$ cat src/rtl/spread_ctrl.sv
// spread_ctrl: maps 4-bit symbols onto 32-chip PN sequences, one chip per
// i_EN strobe, with a one-entry hold register so symbols chain gap-free.
//
// Ports:
//   i_CLK        system clock, rising edge
//   i_RST        asynchronous active-high reset
//   i_EN         chip-rate strobe (one chip per high cycle while shifting)
//   i_FLUSH      synchronous abort of active and held symbols
//   i_SYM        symbol to spread
//   i_SYM_VALID  i_SYM is valid
//   o_SYM_READY  hold register empty, a symbol can be taken
//   o_CHIP       registered serial chip (IDLE_CHIP when not valid)
//   o_CHIP_VALID o_CHIP valid this cycle
//   o_SYM_DONE   one-cycle pulse with the last chip of a symbol
//   o_BUSY       a symbol is active or held
module spread_ctrl #(
   parameter logic [31:0] CHIP_SEQ0 = 32'h744A_C39B,
   parameter logic        IDLE_CHIP = 1'b0
) (
   input  logic       i_CLK,
   input  logic       i_RST,
   input  logic       i_EN,
   input  logic       i_FLUSH,
   input  logic [3:0] i_SYM,
   input  logic       i_SYM_VALID,
   output logic       o_SYM_READY,
   output logic       o_CHIP,
   output logic       o_CHIP_VALID,
   output logic       o_SYM_DONE,
   output logic       o_BUSY
);

   typedef enum logic {IDLE, SHIFT} state_t;

   state_t     state_q, state_d;
   logic [4:0] cnt_q, cnt_d;
   logic [3:0] a_q, a_d;
   logic [3:0] hold_q, hold_d;
   logic       hv_q, hv_d;
   logic       chip_q, chip_d;
   logic       vld_q, vld_d;
   logic       done_q, done_d;
   logic [4:0] idx;
   logic       accept;

   // Each symbol step rotates the base sequence right by 4 chips.
   assign idx    = cnt_q - {a_q[2:0], 2'b00};
   assign accept = i_SYM_VALID && !hv_q;

   always_comb begin
      state_d = state_q;
      cnt_d   = cnt_q;
      a_d     = a_q;
      hold_d  = hold_q;
      hv_d    = hv_q;
      chip_d  = IDLE_CHIP;
      vld_d   = 1'b0;
      done_d  = 1'b0;
      if (i_FLUSH) begin
         hv_d    = 1'b0;
         state_d = IDLE;
         cnt_d   = '0;
      end else begin
         // accept only when hv_q=0, so it never collides with a
         // transfer out of the hold register below
         if (accept) begin
            hv_d   = 1'b1;
            hold_d = i_SYM;
         end
         unique case (state_q)
            IDLE: begin
               if (hv_q) begin
                  a_d     = hold_q;
                  hv_d    = 1'b0;
                  cnt_d   = '0;
                  state_d = SHIFT;
               end
            end
            SHIFT: begin
               if (i_EN) begin
                  // upper half of the alphabet inverts odd chips
                  chip_d = CHIP_SEQ0[idx] ^ (a_q[3] & cnt_q[0]);
                  vld_d  = 1'b1;
                  cnt_d  = cnt_q + 5'd1;
                  if (cnt_q == 5'd31) begin
                     done_d = 1'b1;
                     if (hv_q) begin
                        a_d  = hold_q;
                        hv_d = 1'b0;
                     end else begin
                        state_d = IDLE;
                     end
                  end
               end
            end
            default: ;
         endcase
      end
   end

   always_ff @(posedge i_CLK or posedge i_RST) begin
      if (i_RST) begin
         state_q <= IDLE;
         cnt_q   <= '0;
         a_q     <= '0;
         hold_q  <= '0;
         hv_q    <= 1'b0;
         chip_q  <= IDLE_CHIP;
         vld_q   <= 1'b0;
         done_q  <= 1'b0;
      end else begin
         state_q <= state_d;
         cnt_q   <= cnt_d;
         a_q     <= a_d;
         hold_q  <= hold_d;
         hv_q    <= hv_d;
         chip_q  <= chip_d;
         vld_q   <= vld_d;
         done_q  <= done_d;
      end
   end

   assign o_SYM_READY  = !hv_q;
   assign o_CHIP       = chip_q;
   assign o_CHIP_VALID = vld_q;
   assign o_SYM_DONE   = done_q;
   assign o_BUSY       = (state_q == SHIFT) || hv_q;

endmodule

$ cat config.mk
export PLATFORM = sky130hd
export DESIGN_NAME = spread_ctrl
export DESIGN_NICKNAME = d
export VERILOG_FILES = /design/src/rtl/spread_ctrl.sv
export SDC_FILE = /design/constraint.sdc
export NUM_CORES = 1
export LEC_CHECK = 0
export BUFFER_PORTS_ARGS = -buffer_cell sky130_fd_sc_hd__buf_2
export CAP_MARGIN = 30
export CORE_UTILIZATION = 50
export DETAILED_ROUTE_END_ITERATION = 8
export PLACE_DENSITY = 0.79
export RECOVER_POWER = 25
export SLEW_MARGIN = 5
export SYNTH_ARGS = -nofsm -noshare
export SYNTH_HDL_FRONTEND = slang
export SYNTH_SLANG_ARGS = --single-unit
$ cat constraint.sdc
create_clock -name i_CLK -period 3.1 [get_ports i_CLK]
set_input_delay 0.155 -clock i_CLK [delete_from_list [all_inputs] [get_ports i_CLK]]
set_output_delay 0.155 -clock i_CLK [all_outputs]
set_load 0.05 [all_outputs]
## Yosys cells after proc, flatten, opt, wreduce, memory -nomap -nowiden

Memories as Yosys holds them, arrays and structs flattened.
Index checks and enable logic that the tools add are counted.

| storage, ports and cells | value |
|---|---|
| memory bits (read-only) | 32 |
| output and inout bits | 5 |
| memories kept | 1 |
| logic and storage cells | 57 |
| bits of input ports | 9 |
| flip-flop bits (word level) | 18 |

Memories:

| name | words | width | read ports | clocked after Yosys merged registers in | write ports | RTL line | text |
|---|---|---|---|---|---|---|---|
| (name not given) | 32 | 1 | 1 | 0 | 0 | 82 | `chip_d = CHIP_SEQ0[idx] ^ (a_q[3] & cnt_q[0]);` |

| operators by class | value |
|---|---|
| reduce and logical (&&, ||, !) cells | 6 |
| multiplexer cells | 30 |
| $lt $le $gt $ge | 1 |
| bitwise gates (word level) | 4 |
| eq/ne operators | 5 |
| $add $sub $neg | 2 |

Operators by type and width:

| kind | count |
|---|---|
| $mux W1 | 20 |
| $mux W5 | 3 |
| $mux W4 | 3 |
| $pmux W5 S2 | 1 |
| $pmux W4 S2 | 1 |
| $lt A5 B6 Y1 const B | 1 |
| $ne A3 B3 Y1 const B | 2 |
| $add A5 B1 Y5 const B | 1 |
| $eq A5 B5 Y1 const B | 1 |
| $sub A5 B5 Y5 | 1 |
| $pmux W1 S2 | 2 |
| $reduce_and A2 Y1 | 2 |
| $reduce_and A3 Y1 | 1 |
| $ne A2 B1 Y1 const B | 1 |
| $ne A2 B2 Y1 const B | 1 |
| $not A1 Y1 | 2 |
| $and A1 B1 Y1 | 1 |
| $logic_and A1 B1 Y1 | 1 |
| $logic_not A1 Y1 | 1 |
| $logic_or A1 B1 Y1 | 1 |
| $xor A1 B1 Y1 | 1 |

## Depth between registers and ports, before layout

Gate-level depths: netlist of the first run.

| logic depth | value |
|---|---|
| depth in word-level cells | 8 |
| gate-level depth with buffers | 8 |

## Least setup slack after synthesis of the first run

No wires, ideal clock.

| path | value |
|---|---|
| kind | reg2reg |
| start | register cnt_q[2] |
| end | register chip_q (netlist: o_CHIP) |
| buffers on the path | 0 |
| library setup time | 126 ps |
| setup slack | 1,102 ps |
| cell stages (with the launch flop) | 9 |
| data required time | 2,974 ps |
| arrival time | 1,872 ps |
| clock period less this slack | 1,998 ps |
| cells stage by stage | dfrtp_1 -> inv_1 -> ha_1 -> inv_1 -> fa_1 -> mux2_2 -> mux2i_1 -> mux2i_1 -> mux2i_1 |

| between the ends | value |
|---|---|
| word-level cells in the longest chain between the ends | 7 |

Ends and longest elaborated chain:

| what | RTL line | text |
|---|---|---|
| start: declaration | 36 | `logic [4:0] cnt_q, cnt_d;` |
| start signal: assignment | 113 | `cnt_q <= cnt_d;` |
| $sub A5 B5 Y5 | 47 | `assign idx = cnt_q - {a_q[2:0], 2'b00};` |
| $mem_v2 Z32 W1 | -- |  |
| $mux W1 (not written as such) | 82 |  |
| $xor A1 B1 Y1 | 82 |  |
| $mux W1 | 80 | `if (i_EN) begin` |
| $mux W1 | 70 | `unique case (state_q)` |
| $mux W1 | 59 | `if (i_FLUSH) begin` |
| via chip_d | 40 | `logic chip_q, chip_d;` |
| end signal: assignment | 117 | `chip_q <= chip_d;` |
| end: declaration | 40 |  |

The timed path passes the listed nets, and every way through them passes these cells. The select of a mux whose other input is x is not followed.
A chain may end at the register's enable or synchronous reset.

## Worst setup path after layout of the first run

Ends and elaborated chain as after synthesis.

==> impl_results.md, run 1 <==
- Status: finished, final reports clean
- Prevailing post-synth register cell: dfrtp_1
- Synth unique cells: 30
- Max Fanout on Critical Path: 5
- Hold Slack: 92.6 ps
- Leakage power: 0.525 nW
- Drt via density: 5.38
- Die Y: 46.4 um
- I/O pin count: 14
- Slew Viols, Final: 0
- TritonCTS buffer count: 3
- Vias in the first global route: 690
- Area after DPL: 1070 um^2
- List of most frequent post-synthesis cells: dfrtp_1 (18), nor2_1 (11), mux2_2 (9), inv_1 (6), mux2i_1 (6)
- Most numerous cell in the Yosys netlist: dfrtp_1
- Buf+Inv Stages, Crit Path: 2
- Maximum vdd drop: 0.375 mV
- Area contributors post-synth: dfrtp_1 (46%), mux2_2 (10%), ha_1 (6.4%), mux2i_1 (6.1%), nor2_1 (4.2%)
- Area grow syn2layout: 12.7%
- Largest net degree at the start of global routing: 19
- Hold path cells: 2
- Post-synth EDFFs: 0
- Share of cells above drive strength 1: 29.1%
- Starting Density: 55.2%
- Ys Warns: 0
- Worst R2R Path Depth: 8
- GPL Wtd Cong: 0.755
- Pwr dens: 585 nW/um^2
- Synth Instances: 88
- Critical R2R Launch: cnt_q[2]$_DFFE_PP0P_
- Detailed Routing Iterations Pass 1: 4
- Crit-path leading delay family: adder cells
- I/O Buffers: 13
- CTS tree: yes
- Post-Route Setup TNS: 0 ps
- Post-synth top area cell: dfrtp_1
- Critical path cell sequence: inv_1, ha_1, inv_1, fa_1, mux2_2, mux2i_1, mux2i_1, mux2i_1
- Post-synthesis net count: 103
- Post-DP HPWL: 1330 um
- Chip width: 46.4 um
- Worst path slowest cell: fa_1
- # rows: 15
- Crit start category: flop
- RSZ-0062 raised after global routing: false
- Largest stage delay on the critical path: 600 ps
- Avg WL per Cell: 13.6 um
- Final hold violations: 0
- Worst hold path class: input pin to flop
- Worst-Skew Late Latency: 290 ps
- Flops & latches, synth: 18
- Total Wirelength: 1750 um
- GRT overflow: 0
- Diodes inserted: 0
- Final ANT Viol Nets: 0
- Nets: 119
- Fmax: 460 MHz
- CP Capture Type: flop
- Post_cts resized: 0
- Placed Cells: 123
- R2r setup slk: 920 ps
- Die area: 2150 um^2
- DRT iter0 DRCs: 6
- First-pass GRT wire length: 2990 um
- DRC errors left: 0
- Clk root buf: clkbuf_4
- Clk sinks: 18
- Worst path required time: 3280 ps
- Arrival time worst endpoint: 2350 ps
- Filler cells: 144
- Final setup fails: 0
- Post-synth top area share: 45.7%
- Post-synthesis async set-or-reset flop share: 100%
- Worst Tran Pin Value: 661 ps
- Vias: 688
- Tcrit/Tclk final: 70.2%
- Power Total: 0.000649 W
- Design area: 1110 um^2
- Worst Min Path Start: i_SYM[2]
- Most used cell, CP: mux2i_1
- Number of max-cap violations: 0
- Critical path class: flop to flop
- Seq/Total Area, Yosys: 45.7%
- Clock period minus worst slack: 2180 ps
- Crit Reg-Reg Endpoint: o_CHIP$_DFF_PP0_
- Worst-path clk slew: 110 ps
- Syn Area/Cell: 11.2 um^2
- Finished Layout Cells: 128
- Mapped Area: 985 um^2
- Slew margin rel.: 55.9%
- Initial antenna violation count: 0
- Maximum clock insertion buffer count: 2
- Worst Clk Skew: 9.87 ps
- Htree depth: 1
- Placeable Area: 1780 um^2
- Worst Hold End: hold_q[2]$_DFFE_PP0P_
- GRT Overall Usage: 20.2%
## what timing repair did
action | 4_1_cts | 5_1_grt
buffers inserted | 0 | 0
hold buffers | 1 | 0
endpoints found under the hold margin | 18 | 0
setup endpoints to repair | 0 | 0
## worst max-delay path by stage
stage,from,end,slack [ps],depth (start not counted)
after CTS,cnt_q[2]$_DFFE_PP0P_,o_CHIP$_DFF_PP0_,930,8
after detailed placement,cnt_q[2]$_DFFE_PP0P_,o_CHIP$_DFF_PP0_,950,8
after global placement,cnt_q[2]$_DFFE_PP0P_,o_CHIP$_DFF_PP0_,1060,8
final,cnt_q[2]$_DFFE_PP0P_,o_CHIP$_DFF_PP0_,920,8
after global routing,cnt_q[2]$_DFFE_PP0P_,o_CHIP$_DFF_PP0_,810,8
after floorplan,cnt_q[2]$_DFFE_PP0P_,o_CHIP$_DFF_PP0_,1100,8
## logic make-up (layout without fill, tap and decap cells)
family / count (synthesis) / after routing / synth area share [%]
compound gates: 9 / 9 / 8.01
buf+inv: 10 / 25 / 4.19
flops: 18 / 18 / 45.7
simple gates: 26 / 26 / 13.7
xor+xnor: 4 / 4 / 3.56
fa+ha+maj: 6 / 6 / 8.39
mux: 15 / 15 / 16.4
## flip-flops by register name, indices dropped and copies added (netlist names)
name,cells
o_CHIP,1
o_CHIP_VALID,1
cnt_q,5
hold_q,4
hv_q,1
state_q,1
a_q,4
o_SYM_DONE,1
## power breakdown
group	internal [W]	switching (W)	leakage [nW]	total (W)
registers	0.000269	0.0000238	0.232	0.000293
logic	0.000107	0.000106	0.271	0.000213
clock network	0.0000716	0.0000717	0.0210	0.000143
## area by class of cell
class                      instances  area, um^2  share of cell area, %
inverter                           7        26.3                   2.37
multi-input combinational         60         493                   44.4
clock buffer                       4        36.3                   3.27
tap                               25        31.3                   2.82
timing repair buffer              14        72.6                   6.54
sequential                        18         450                   40.6
## worst reg2reg max path, delay by kind of cell, from the launching register on
kind	cells	cell delay [ps]
adder cells (fa/ha/maj)	2	760
multiplexers	4	740
flip-flops	1	430
buffers and inverters	2	150
## cells in the final DEF, fill, tap and decap left out, drive strengths merged, types with 2 or more instances in the layout
cell and n:
a211oi 2, a21oi 2, and3 2, buf 11, clkbuf 6, dfrtp 18, ha 5, inv 7
mux2 9, mux2i 6, nand2 5, nor2 11, nor3 3, xnor2 2, xor2 2
## routing by layer
layer | up-vias | GRT usage, % | wire length (um) | part of all wire, %
li1 | 331 | - | - | -
met1 | 334 | 26.4 | 760 | 44
met2 | 17 | 31.7 | 904 | 52
met3 | 6 | 2.75 | 48 | 2.8
met4 | 0 | 11.8 | 31 | 1.8
met5 | - | 0 | 0 | 0
## metrics by stage
| stage | utilization (%) | setup WS (ps) |
|---|---|---|
| 2_1_floorplan | - | 1100 |
| 3_3_place_gp | 59.8 | 1060 |
| 3_5_place_dp | 59.8 | 948 |
| 4_1_cts | 62.4 | 927 |
| 5_1_grt | 62.2 | 812 |
| 6_report | 62.2 | 924 |
(Power assumes the default switching activity.)
==> run 2, diff against run 1 <==
Settings changed: CORE_UTILIZATION 50 to 49, PLACE_DENSITY 0.79 to 0.81.
Clock period 3.1 ns to 2 ns, I/O delays scaled along.
==> run 2 against run 1 <==
Against the previous run: the run now ends with setup timing left; cell count rose by 3.9%; first-iteration DRC count rose to 3.3 times the previous value; global-route usage rose by 0.72 points; die area rose by 2.0%; fmax rose by 3.6%; combinational power rose by 79%; clock power rose by 63%; final area rose by 5.6%; total power rose by 65%; sequential power rose by 55%; critical path type unchanged; critical endpoint unchanged; highest routed layer unchanged.
==> impl_results.md, run 2 (synthesis gave the netlist of run 1 again) <==
- Status: finished with violations
- Failing checks: setup timing
- # rows: 15 (unchanged)
- Area after DPL: 1100 um^2 (+2.8%)
- TritonCTS buffer count: 3 (unchanged)
- Avg WL per Cell: 14.3 um (+4.7%)
- Clk root buf: clkbuf_4
- Critical path cell sequence: inv_2, ha_4, inv_2, fa_2, mux2i_2, a211oi_2, mux2i_1, mux2i_1
- GRT overflow: 0 (unchanged)
- DRT iter0 DRCs: 20 (+14)
- Max FFs per register: 5 (unchanged)
- Leakage power: 0.557 nW (+6.2%)
- Design area: 1170 um^2 (+5.6%)
- Detailed Routing Iterations Pass 1: 4 (unchanged)
- Clock period minus worst slack: 2100 ps (-75.9 ps)
- Placeable Area: 1800 um^2 (+1.1%)
- Diodes inserted: 0 (unchanged)
- Final ANT Viol Nets: 0 (unchanged)
- Max Fanout on Critical Path: 5 (unchanged)
- Worst path required time: 2230 ps (-1050 ps)
- Worst-Skew Late Latency: 300 ps (about the same)
- CTS tree: yes
- Largest Register: cnt_q
- Worst Clk Skew: 1.54 ps (-8.33 ps)
- Pwr dens: 913 nW/um^2 (+56%)
- Finished Layout Cells: 133 (+3.9%)
- Htree depth: 1 (unchanged)
- Share of cells above drive strength 1: 38.9% (+9.8 points)
- I/O pin count: 14 (unchanged)
- Tcrit/Tclk final: 105% (+35 points)
- Die area: 2190 um^2 (+2.0%)
- R2r setup slk: -100 ps (-1020 ps)
- Starting Density: 54.7% (-0.58 points)
- Worst Tran Pin Value: 686 ps (+24.5 ps)
- Clk sinks: 18 (unchanged)
- Vias: 709 (+3.1%)
- Post-DP HPWL: 1290 um (-2.9%)
- Maximum vdd drop: 0.492 mV (+31%)
- GRT Overall Usage: 20.9% (+0.72 points)
- First-pass GRT wire length: 3040 um (+1.4%)
- Slew Viols, Final: 0 (unchanged)
- Hold path cells: 2 (unchanged)
- Worst-path clk slew: 110 ps (about the same)
- Critical R2R Launch: cnt_q[2]$_DFFE_PP0P_
- Total Wirelength: 1900 um (+8.8%)
- GPL Wtd Cong: 0.782 (+3.6%)
- Crit Reg-Reg Endpoint: o_CHIP$_DFF_PP0_
- Maximum clock insertion buffer count: 2 (unchanged)
- Chip width: 46.8 um (+0.98%)
- Drt via density: 5.33 (-0.82%)
- Setup WS post-layout: -100 ps (-1020 ps)
- Number of max-cap violations: 0 (unchanged)
- Worst R2R Path Depth: 8 (unchanged)
- Crit start category: flop
- Commonest non-fill, non-tap cell in the layout: dfrtp_1
- Nets: 124 (+4.2%)
- DRC errors left: 0 (unchanged)
- Vias in the first global route: 657 (-4.8%)
- Final setup fails: 1 (+1)
- Fmax: 476 MHz (+3.6%)
- Largest stage delay on the critical path: 610 ps (about the same)
- Worst Min Path Start: i_SYM[1]
- Commonest cells after routing, fill and taps aside: dfrtp_1 (18), buf_2 (13), nor2_1 (11)
- I/O Buffers: 13 (unchanged)
- Critical path class: flop to flop
- DP Worst Slack: -68.3 ps (-1020 ps)
- Largest net degree at the start of global routing: 19 (unchanged)
- Area grow syn2layout: 19.1%
- Initial antenna violation count: 0 (unchanged)
- Arrival time worst endpoint: 2330 ps (-20 ps)
- Worst path slowest cell: fa_2
- Slew margin rel.: 54.2% (-1.6 points)
- RSZ-0062 raised after global routing: true
- Final hold violations: 0 (unchanged)
- Filler cells: 153 (+6.3%)
- CP Capture Type: flop
- Regs by FF count: cnt_q (5), a_q (4), hold_q (4)
- Worst Hold End: hold_q[1]$_DFFE_PP0P_
- Worst hold path class: input pin to flop
- Core Util, Final: 65.1% (+2.8 points)
- Placed Cells: 127 (+3.3%)
- Hold Slack: 26.9 ps (-65.7 ps)
- Die Y: 46.8 um (+0.98%)
[run 2: cell count changes in the layout (fill, tap and decap cells not counted)]
cell	delta
buf_4	+5
buf_2	+2
clkbuf_1	-2
inv_1	-2
inv_2	+2
fa_1	-1
fa_2	+1
ha_1	-1
ha_4	+1
mux2_2	-1
mux2_4	+1
mux2i_1	-1
mux2i_2	+1
[run 2: power by group]
| part | internal (W) | leakage [nW] | total [W] | switching [W] |
|---|---|---|---|---|
| registers | 0.000417 | 0.232 | 0.000454 | 0.0000376 |
| logic | 0.000195 | 0.304 | 0.000382 | 0.000187 |
| clock network | 0.000111 | 0.0210 | 0.000233 | 0.000122 |
| total | 0.000723 | 0.557 | 0.00107 | 0.000347 |
[run 2: worst max-delay path, delay by kind of cell, from the launching register on]
family                   cells  cell delay, ps
adder cells (fa/ha/maj)      2             730
AO/OA/AOI/OAI                1             100
buffers and inverters        2             110
flip-flops                   1             400
multiplexers                 3             670
[run 2: worst max-delay path by stage]
stage          slack, ps          endpoint                 start  cells past startpoint
3_3_place_gp           6  o_CHIP$_DFF_PP0_  cnt_q[2]$_DFFE_PP0P_                      8
6_report            -100  o_CHIP$_DFF_PP0_  cnt_q[2]$_DFFE_PP0P_                      8
4_1_cts              -50  o_CHIP$_DFF_PP0_  cnt_q[2]$_DFFE_PP0P_                      8
2_1_floorplan          2  o_CHIP$_DFF_PP0_  cnt_q[2]$_DFFE_PP0P_                      8
3_5_place_dp         -70  o_CHIP$_DFF_PP0_  cnt_q[2]$_DFFE_PP0P_                      8
5_1_grt             -170  o_CHIP$_DFF_PP0_  cnt_q[2]$_DFFE_PP0P_                      8
[run 2: area by class of cell]
class	instances	area, um^2	share of cell area, %
inverters	7	26.3	2.24
flip-flops and latches	18	450	38.4
clock buffers	4	36.3	3.09
multi-input cells	60	515	44.0
well taps	25	31.3	2.67
repair buffers	19	113	9.61
[run 2: stage by stage]
stage,setup TNS (ps),power (W)
final,-100,0.00107
after global routing,-170,0.00112
after CTS,-54.2,0.00106
after detailed placement,-68.3,0.000794
after global placement,0,0.000773
after floorplan,0,0.000733
[run 2: metal layers]
metal | global-route usage (%) | vias to the layer above | wire, um
met1 | 27.0 | 344 | 779
met5 | 0 | - | 0
met2 | 32.5 | 20 | 1010
met3 | 6.15 | 4 | 83
met4 | 9.71 | 0 | 26
li1 | - | 341 | -
[run 2: repair_timing]
action | CTS | global route
gates resized for setup | 6 | 1
endpoints found under the hold margin | 18 | 0
endpoints found under the setup margin | 1 | 1
buffers inserted | 1 | 0
hold buffers | 1 | 0
pin swaps | 3 | 2
